**src/rtl/lfsr_monitor.sv**
```systemverilog
// Checker for the 3-bit LFSR: predicts each next state, tracks lock, counts
// sequence errors, flags the all-zero lock-up state and measures the period.
module lfsr_monitor #(
    parameter int LOCK_RUN = 3,
    parameter int ERRW     = 8
) (
    input  logic            Clock,
    input  logic            Resetn,
    input  logic            L,
    input  logic [0:2]      Q,
    output logic            Sync,
    output logic            Err,
    output logic [ERRW-1:0] ErrCount,
    output logic [3:0]      Period,
    output logic            PeriodValid,
    output logic            Stuck
);

    localparam int RUNW = (LOCK_RUN > 2) ? $clog2(LOCK_RUN) : 1;
    localparam logic [RUNW-1:0] RUN_LAST = RUNW'(LOCK_RUN - 1);

    typedef enum logic {ACQ = 1'b0, LOCK = 1'b1} state_e;

    function automatic logic [0:2] lfsr_next(input logic [0:2] q);
        return {q[1] ^ q[2], q[0], q[1]};
    endfunction

    state_e          state_q, state_d;
    logic [0:2]      qp_q, qp_d;
    logic            have_p_q, have_p_d;
    logic [RUNW-1:0] run_q, run_d;
    logic [0:2]      seed_q, seed_d;
    logic [3:0]      pcnt_q, pcnt_d;
    logic            sync_q, sync_d;
    logic            err_q, err_d;
    logic [ERRW-1:0] err_cnt_q, err_cnt_d;
    logic [3:0]      period_q, period_d;
    logic            pvalid_q, pvalid_d;
    logic            stuck_q, stuck_d;

    logic match;
    logic run_done;

    assign match    = have_p_q && (Q == lfsr_next(qp_q));
    assign run_done = (run_q == RUN_LAST);

    always_comb begin
        state_d = state_q;
        if (L) begin
            state_d = ACQ;
        end else begin
            case (state_q)
                ACQ:     if (match && run_done) state_d = LOCK;
                LOCK:    if (!match)            state_d = ACQ;
                default: state_d = ACQ;
            endcase
        end
    end

    // NOTE: every signal gets its hold value first, so no path leaves one unassigned (no latches).
    always_comb begin
        qp_d      = qp_q;
        have_p_d  = have_p_q;
        run_d     = run_q;
        seed_d    = seed_q;
        pcnt_d    = pcnt_q;
        sync_d    = sync_q;
        err_d     = 1'b0;
        err_cnt_d = err_cnt_q;
        period_d  = period_q;
        pvalid_d  = pvalid_q;
        stuck_d   = stuck_q;

        if (L) begin
            // A reload resynchronises but keeps the error history and last period.
            have_p_d = 1'b0;
            run_d    = '0;
            pcnt_d   = '0;
            pvalid_d = 1'b0;
            sync_d   = 1'b0;
        end else begin
            qp_d     = Q;
            have_p_d = 1'b1;
            stuck_d  = (Q == 3'b000);
            case (state_q)
                ACQ: begin
                    if (have_p_q) begin
                        if (!match) begin
                            run_d = '0;
                        end else if (run_done) begin
                            sync_d = 1'b1;
                            seed_d = Q;
                            pcnt_d = '0;
                            run_d  = '0;
                        end else begin
                            run_d = run_q + 1'b1;
                        end
                    end
                end
                LOCK: begin
                    if (!match) begin
                        err_d     = 1'b1;
                        err_cnt_d = (err_cnt_q == {ERRW{1'b1}}) ? err_cnt_q : err_cnt_q + 1'b1;
                        sync_d    = 1'b0;
                        run_d     = '0;
                        pvalid_d  = 1'b0;
                        pcnt_d    = '0;
                    end else if (Q == seed_q) begin
                        period_d = pcnt_q + 4'd1;
                        pvalid_d = 1'b1;
                        pcnt_d   = '0;
                    end else begin
                        pcnt_d = (pcnt_q == 4'd15) ? 4'd15 : pcnt_q + 4'd1;
                    end
                end
                default: ;
            endcase
        end
    end

    // NOTE: state is updated with non-blocking assignments so every register samples pre-edge values.
    always_ff @(posedge Clock or negedge Resetn) begin
        if (!Resetn) begin
            state_q   <= ACQ;
            qp_q      <= '0;
            have_p_q  <= 1'b0;
            run_q     <= '0;
            seed_q    <= '0;
            pcnt_q    <= '0;
            sync_q    <= 1'b0;
            err_q     <= 1'b0;
            err_cnt_q <= '0;
            period_q  <= '0;
            pvalid_q  <= 1'b0;
            stuck_q   <= 1'b0;
        end else begin
            state_q   <= state_d;
            qp_q      <= qp_d;
            have_p_q  <= have_p_d;
            run_q     <= run_d;
            seed_q    <= seed_d;
            pcnt_q    <= pcnt_d;
            sync_q    <= sync_d;
            err_q     <= err_d;
            err_cnt_q <= err_cnt_d;
            period_q  <= period_d;
            pvalid_q  <= pvalid_d;
            stuck_q   <= stuck_d;
        end
    end

    assign Sync        = sync_q;
    assign Err         = err_q;
    assign ErrCount    = err_cnt_q;
    assign Period      = period_q;
    assign PeriodValid = pvalid_q;
    assign Stuck       = stuck_q;

endmodule
```
**config.mk**
```make
export PLATFORM = sky130hd
export DESIGN_NAME = lfsr_monitor
export DESIGN_NICKNAME = d
export VERILOG_FILES = /design/src/rtl/lfsr_monitor.sv
export SDC_FILE = /design/constraint.sdc
export NUM_CORES = 1
export LEC_CHECK = 0
export ABC_AREA = 1
export CORE_AREA = 2 2 68 57
export DETAILED_ROUTE_END_ITERATION = 10
export DIE_AREA = 0 0 70 59
export PLACE_DENSITY = 0.66
export SLEW_MARGIN = 30
export SYNTH_ARGS = -nofsm -noshare
export SYNTH_HDL_FRONTEND = slang
export SYNTH_SLANG_ARGS = --single-unit
```
**constraint.sdc**
```tcl
create_clock -name Clock -period 1.8 [get_ports Clock]
set_input_delay 0.36 -clock Clock [delete_from_list [all_inputs] [get_ports Clock]]
set_output_delay 0.36 -clock Clock [all_outputs]
set_load 0.02 [all_outputs]
```
# Yosys cells after proc, flatten, opt, wreduce, memory -nomap -nowiden
# Index checks and enable logic that the tools add are counted.
# totals
reg_bits	30
in_bits	6
word_cells	73
# op_classes
n_eq_ne	10
reduce_logical	11
n_addsub	3
bitwise	5
n_mux	32
# ops
op	n
2-to-1 mux 4 bit	7
2-to-1 mux 1 bit	16
!= test 3 bit, second input constant	4
AND reduction 4 bit	3
2-to-1 mux 2 bit	5
adder 8 x 1 -> 8 bit, second input constant	1
== test 8 bit, second input constant	1
one-hot mux 4 bit (2 select lines)	1
== test 3 bit	2
AND reduction 5 bit	1
adder 4 x 1 -> 4 bit, second input constant	1
== test 4 bit, second input constant	1
inverter 1 bit	4
one-hot mux 1 bit (2 select lines)	2
one-hot mux 2 bit (2 select lines)	1
AND reduction 2 bit	2
logical NOT 3 bit	1
!= test 3 x 2 -> 1 bit, second input constant	1
AND reduction 3 bit	1
adder 2 x 1 -> 2 bit, second input constant	1
== test 2 bit, second input constant	1
logical AND 1 bit	2
nonzero test 2 bit	1
XOR 1 bit	1

# Logic depth before layout (Yosys ltp)
# Gate-level depths: netlist (run 1).
# logic_depth
depth_word	7
depth_mapped	11
depth_no_buf	11

# Worst setup path after synthesis (run 1)
# Ideal clock, no wire load.
# synth_path
path_type	register to register
start	reg err_cnt_q[0], in the netlist ErrCount[0]
end	reg err_cnt_q[5], in the netlist ErrCount[5]
required_time_ns	1.724
period_less_slack_ns	1.503
slack_ns	0.297
arrival_time_ns	1.427
stages_incl_launch_ff	9
n_path_buf	1
cell_sequence	dfrtp_1 -> ha_1 -> nand3_1 -> nor2_2 -> nand4_2 -> nand3_2 -> buf_6 -> nand2_1 -> o21ai_1
# synth_between
elab_chain_cells	3
word_cells_on_any_way	4
classes_between	1 x add/sub; 1 x eq/ne; 1 x bitwise; 1 x reduce/logical
# synth_rtl
item	line_no	source
from (decl)	36	logic [ERRW-1:0] err_cnt_q, err_cnt_d;
from (signal assigned)	145	err_cnt_q <= err_cnt_d;
parallel branches: the longest is 3 deep, another holds adder 8 x 1 -> 8 bit	--	
# Several ways; the timed one is not identified.
# A chain may end at the register's enable or synchronous reset.

# Final worst setup path (run 1)
# layout_path
start	reg err_cnt_q[5], in the netlist ErrCount[5]
end	out ErrCount[5]
# layout_rtl
item	line_no	source
to (decl)	13	output logic [ERRW-1:0] ErrCount,
# No word-level cell between the ends.

==> flow_metrics.env, run 1 <==
export IMPL_status="finished clean"
export IMPL_maxSlewViolCount=0
export IMPL_fp_dieH_um=59
export IMPL_syn_avg_cell_area_sq_um=8.90
export IMPL_fillerInstances=305
export IMPL_viasPerCell=4.94
export IMPL_worst_pin_slew_ns=0.446
export IMPL_drive_above_1_share_pct=17.6
export IMPL_cts_tree="yes"
export IMPL_grt_max_degree=31
export IMPL_vias=1245
export IMPL_clock_fmax_mhz=575
export IMPL_firstDrtPassIters=4
export IMPL_ys_types=28
export IMPL_syn_inst=174
export IMPL_drcViolationCount=0
export IMPL_fin_crit_ns=1.74
export IMPL_dp_hpwl_um=2380
export IMPL_wl_um=3090
export IMPL_clockBufferDepth=2
export IMPL_ys_ff_latch=30
export IMPL_antenna_left=0
export IMPL_cts_buffers=5
export IMPL_critPathMaxFanout=6
export IMPL_multiInputGateArea_sq_um=714
export IMPL_syn_nets=182
export IMPL_port_buffers=21
export IMPL_boundaryPins=22
export IMPL_cp_end_kind="primary output"
export IMPL_post_cts_buffers=0
export IMPL_yosys_warnings=0
export IMPL_cts_sinks=30
export IMPL_area_delta_synth_final_pct=25.9
export IMPL_worst_path_buf_inv=1
export IMPL_slowest_delay_ns=0.64
export IMPL_grt_pass1_vias=1180
export IMPL_drv_cap=0
export IMPL_crit_chain="clkdlybuf4s50_1"
export IMPL_dieArea_sq_mm=0.00413
export IMPL_relSlewSlack_pct=70.2
export IMPL_grt_use_total_pct=17.1
export IMPL_seq_area_frac_synth_pct=48.5
export IMPL_setup_viol=0
export IMPL_register_area_sq_um=751
export IMPL_die_x_um=70
export IMPL_post_place_ws_ns=-0.124
export IMPL_hold_violations=0
export IMPL_drtIter0Drc=72
export IMPL_row_count=19
export IMPL_clk_latency_ns=0.28
export IMPL_crit_type="flop to primary output"
export IMPL_rsz0062_at_grt="no"
export IMPL_hold_slack_ns=0.467
export IMPL_core_area_sq_mm=0.00338
export IMPL_htreeDepth=2
export IMPL_p_per_area_mw_per_mm2=674
export IMPL_antenna_found_initial=0
export IMPL_grt_overflow=0
export IMPL_crit_family="buffers and inverters"
export IMPL_worst_slack_ns=0.0594
export IMPL_ir_worst_vdd_uv=489
export IMPL_grt_pass1_wl_um=5300
export IMPL_synth_area_sq_mm=0.00155
export IMPL_p_leak_nw=0.972
export IMPL_arrival_ns=1.38
export IMPL_gp_congestion=0.786
export IMPL_worstHoldPathType="primary input to asynchronous set/reset pin"
export IMPL_fin_crit_sh_pct=96.7
export IMPL_cts_root_buf="clkbuf_8"
export IMPL_start_util_pct=45.8
export IMPL_required_ns=1.44
export IMPL_skew_ns=0.00844
export IMPL_path_clk_slew_ns=0.06
export IMPL_ctsResizeCount=0
export IMPL_start_kind="flop"
export IMPL_nets=218
export IMPL_crit_path_top_delay_cell="clkdlybuf4s50_1"
export IMPL_wl_per_cell_um=12.2
export IMPL_hold_buffers=0
export IMPL_antenna_cells=0
## cell usage in the layout, fill, tap and decap left out
| master | synthesis | final |
|---|---|---|
| clkbuf_8 | 0 | 5 |
| nand3_2 | 3 | 3 |
| nand4_2 | 1 | 1 |
| dfrtp_1 | 30 | 30 |
| ha_1 | 2 | 2 |
| o21a_1 | 1 | 1 |
| nand2_2 | 3 | 3 |
| nand2_4 | 1 | 1 |
| nand3b_4 | 1 | 1 |
| o21ai_1 | 11 | 11 |
| xnor2_1 | 8 | 8 |
| inv_1 | 15 | 15 |
| or2_0 | 1 | 1 |
| clkdlybuf4s50_1 | 0 | 21 |
| clkinv_2 | 0 | 2 |
| a32o_1 | 1 | 1 |
| nand3_4 | 1 | 1 |
| nor2_1 | 7 | 7 |
| nand4_1 | 2 | 2 |
| nand2_1 | 49 | 49 |
| nand3_1 | 19 | 19 |
| xor2_1 | 2 | 2 |
| nor2_8 | 1 | 1 |
| inv_2 | 3 | 3 |
| a21oi_1 | 1 | 1 |
| o21ai_2 | 1 | 1 |
| buf_4 | 0 | 10 |
| nor2_4 | 3 | 3 |
| nor2_2 | 2 | 2 |
| o21ai_0 | 3 | 3 |
## layer usage
metal / up-vias / share of wire (%) / track usage [%]
li1: 630 / - / -
met1: 587 / 48 / 21.8
met2: 24 / 47 / 27.1
met3: 4 / 4.1 / 5.10
met4: 0 / 1.0 / 8.24
met5: - / 0 / 0
## synth_stat cells (all sizes together)
library cell	number	share of area, %
nor2	13	6.0
a21oi	1	0.32
ha	2	1.6
nand3b	1	1.3
nand2	53	14
xnor2	8	4.5
or2	1	0.40
dfrtp	30	49
o21a	1	0.49
buf	1	0.73
xor2	2	1.1
nand3	23	9.2
clkbuf	1	0.24
o21ai	15	5.1
nand4	3	1.6
inv	18	4.4
a32o	1	0.65
## final timing paths
kind,slack (ns),end,startpoint,cells after the start
worst min register to register,0.48,PeriodValid,PeriodValid,2
min in group Clock,0.48,PeriodValid,PeriodValid,2
worst min-delay path,0.47,Stuck,Resetn,2
max in group asynchronous,1.06,pcnt_q[2],Resetn,2
worst max register to register,0.19,ErrCount[6],ErrCount[0],8
worst max-delay path,0.06,ErrCount[5],ErrCount[5],1
## kinds of logic (layout without fill, tap and decap cells)
kind of cell,after synthesis,after routing,synth area share (%)
compound gates,18,18,6.55
xor+xnor,10,10,5.66
buf+inv,20,56,5.33
flops,30,30,48.5
fa+ha+maj,2,2,1.62
simple gates,94,94,32.3
## sequential cells by signal, summed over array words and instances, names as in the netlist
signal	flops
Period	4
seed_q	3
Stuck	1
qp_q	3
state_q	1
Err	1
PeriodValid	1
have_p_q	1
run_q	2
Sync	1
pcnt_q	4
ErrCount	8
## final cells by class
class	instances	share of cell area, %
Inverter	18	3.47
Multi-Input combinational cell	124	36.6
Sequential cell	30	38.5
Clock buffer	5	3.53
Tap cell	42	2.70
Timing Repair Buffer	31	14.6
Clock inverter	2	0.513
## power breakdown
group	switching (mW)	internal, mW	total [mW]	leakage [nW]
sequential	0.0106	0.686	0.696	0.410
clock	0.232	0.258	0.490	0.0438
combinational	0.0767	0.0518	0.129	0.519
## stage by stage
stage               cell area, sq um  instances  setup TNS [ns]  utilization [%]  power [mW]
finish                          1950        252               0             57.7        1.31
global route                    1950        252               0             57.7        1.38
CTS                             1950        252               0             57.7        1.33
detailed placement              1870        245          -0.820             55.4       0.838
global placement                1870        245         -0.0991             55.4       0.833
floorplan                       1550        174               0                -       0.776
Note: power is estimated with default switching activity, not from simulation.
==> inputs of run 2 (changes only) <==
Settings changed: CORE_AREA 2 2 68 57 to 2 2 70 59, DIE_AREA 0 0 70 59 to 0 0 72 61, PLACE_DENSITY 0.66 to 0.62, SKIP_CTS_REPAIR_TIMING set to 1.
==> run 2 against run 1 <==
Effect of this change: combinational power about the same; highest routed layer unchanged; register-to-register slack hardly changed; total power up 13%; cell area is 1.7% higher; sequential power about the same; largest cell class unchanged.
==> flow_metrics.env, run 2 (synthesis results as in run 1) <==
export IMPL_status="finished clean"
export IMPL_antenna_found_initial=0
export IMPL_p_leak_nw=0.987
export IMPL_port_buffers=21
export IMPL_place_area_sq_mm=0.00187
export IMPL_antenna_left=0
export IMPL_start_kind="flop"
export IMPL_hold_violations=0
export IMPL_antenna_cells=0
export IMPL_crit_path_top_delay_cell="clkdlybuf4s50_1"
export IMPL_setup_viol=0
export IMPL_boundaryPins=22
export IMPL_worstHoldPathType="primary input to asynchronous set/reset pin"
export IMPL_cts_buffers=5
export IMPL_drv_cap=0
export IMPL_vias=1249
export IMPL_grt_max_degree=31
export IMPL_p_per_area_mw_per_mm2=749
export IMPL_dp_hpwl_um=2250
export IMPL_cts_root_buf="clkbuf_8"
export IMPL_relSlewSlack_pct=69.8
export IMPL_largest_reg_flops=8
export IMPL_wl_um=2990
export IMPL_drive_above_1_share_pct=18.0
export IMPL_worst_pin_slew_ns=0.452
export IMPL_grt_pass1_wl_um=5350
export IMPL_arrival_ns=1.35
export IMPL_start_util_pct=42.1
export IMPL_critPathMaxFanout=5
export IMPL_die_x_um=72
export IMPL_drtIter0Drc=42
export IMPL_clockBufferDepth=2
export IMPL_fillerInstances=335
export IMPL_firstDrtPassIters=4
export IMPL_slowest_delay_ns=0.63
export IMPL_viasPerCell=4.90
export IMPL_worst_path_buf_inv=1
export IMPL_fin_crit_ns=1.71
export IMPL_ir_worst_vdd_uv=697
export IMPL_rsz0062_at_grt="no"
export IMPL_fin_crit_sh_pct=95.2
export IMPL_dieArea_sq_mm=0.00439
export IMPL_grt_use_total_pct=15.9
export IMPL_crit_type="flop to primary output"
export IMPL_grt_pass1_vias=1235
export IMPL_drcViolationCount=0
export IMPL_crit_chain="clkdlybuf4s50_1"
export IMPL_wl_per_cell_um=11.7
export IMPL_area_delta_synth_final_pct=28.1
export IMPL_crit_family="buffers and inverters"
export IMPL_skew_ns=0.00783
export IMPL_multiInputGateArea_sq_um=714
export IMPL_cts_tree="yes"
export IMPL_clk_latency_ns=0.28
export IMPL_worst_slack_ns=0.0862
export IMPL_clock_fmax_mhz=584
export IMPL_maxSlewViolCount=0
export IMPL_required_ns=1.44
export IMPL_row_count=20
export IMPL_post_place_ws_ns=-0.159
export IMPL_register_area_sq_um=751
export IMPL_core_area_sq_mm=0.00368
export IMPL_most_common_layout_cells="49 x nand2_1, 30 x dfrtp_1, 21 x clkdlybuf4s50_1"
export IMPL_fin_area_sq_mm=0.00198
export IMPL_cp_end_kind="primary output"
export IMPL_path_clk_slew_ns=0.07
export IMPL_gp_congestion=0.833
export IMPL_final_common_cell="nand2_1"
export IMPL_htreeDepth=2
export IMPL_fp_dieH_um=61
export IMPL_grt_overflow=0
export IMPL_nets=218
export IMPL_cts_sinks=30
export IMPL_finalSetupTns_ns=0
## run 2: path summary, 6_finish.rpt
path / start / to / slack [ns] / cells past startpoint
min in group Clock: Period[0] / Period[0] / 0.48 / 2
max: ErrCount[3] / ErrCount[3] / 0.09 / 1
max in group asynchronous: Resetn / seed_q[1] / 1.05 / 2
max reg2reg: ErrCount[0] / ErrCount[7] / 0.18 / 7
min: Resetn / ErrCount[2] / 0.46 / 2
min reg2reg: Period[0] / Period[0] / 0.48 / 2
## run 2: metrics by stage
stage	utilization [%]	hold slack [ns]	instances	total power, mW
2_1_floorplan	-	0.0644	174	0.776
3_3_place_gp	50.9	0.465	247	0.833
3_5_place_dp	50.9	0.469	247	0.835
4_1_cts	53.9	0.485	255	1.50
5_1_grt	53.9	0.511	255	1.55
6_report	53.9	0.464	255	1.48
## run 2: area by class of cell
type | instances | share of cell area [%]
Tap cell | 44 | 2.78
Clock inverter | 3 | 2.02
Inverter | 18 | 3.41
Multi-Input combinational cell | 124 | 36.0
Sequential cell | 30 | 37.9
Timing Repair Buffer | 31 | 14.4
Clock buffer | 5 | 3.47
## run 2: metal layers
| metal | wire length, um | track usage, % | up-vias | part of all wire, % |
|---|---|---|---|---|
| met5 | 0 | 0 | - | 0 |
| met3 | 133 | 4.65 | 2 | 4.4 |
| met1 | 1430 | 20.1 | 591 | 48 |
| met2 | 1410 | 26.7 | 22 | 47 |
| li1 | - | - | 634 | - |
| met4 | 19 | 5.39 | 0 | 0.64 |
## run 2: worst reg2reg max path: cells and delay by family (launching register included)
family / cells / cell delay (ns)
simple gates: 5 / 0.63
fa+ha+maj: 1 / 0.24
compound gates: 1 / 0.22
flops: 1 / 0.42
## run 2: power breakdown
part | total [mW] | internal [mW] | switching (mW)
clock network | 0.662 | 0.407 | 0.256
logic | 0.127 | 0.0518 | 0.0748
registers | 0.695 | 0.685 | 0.00940
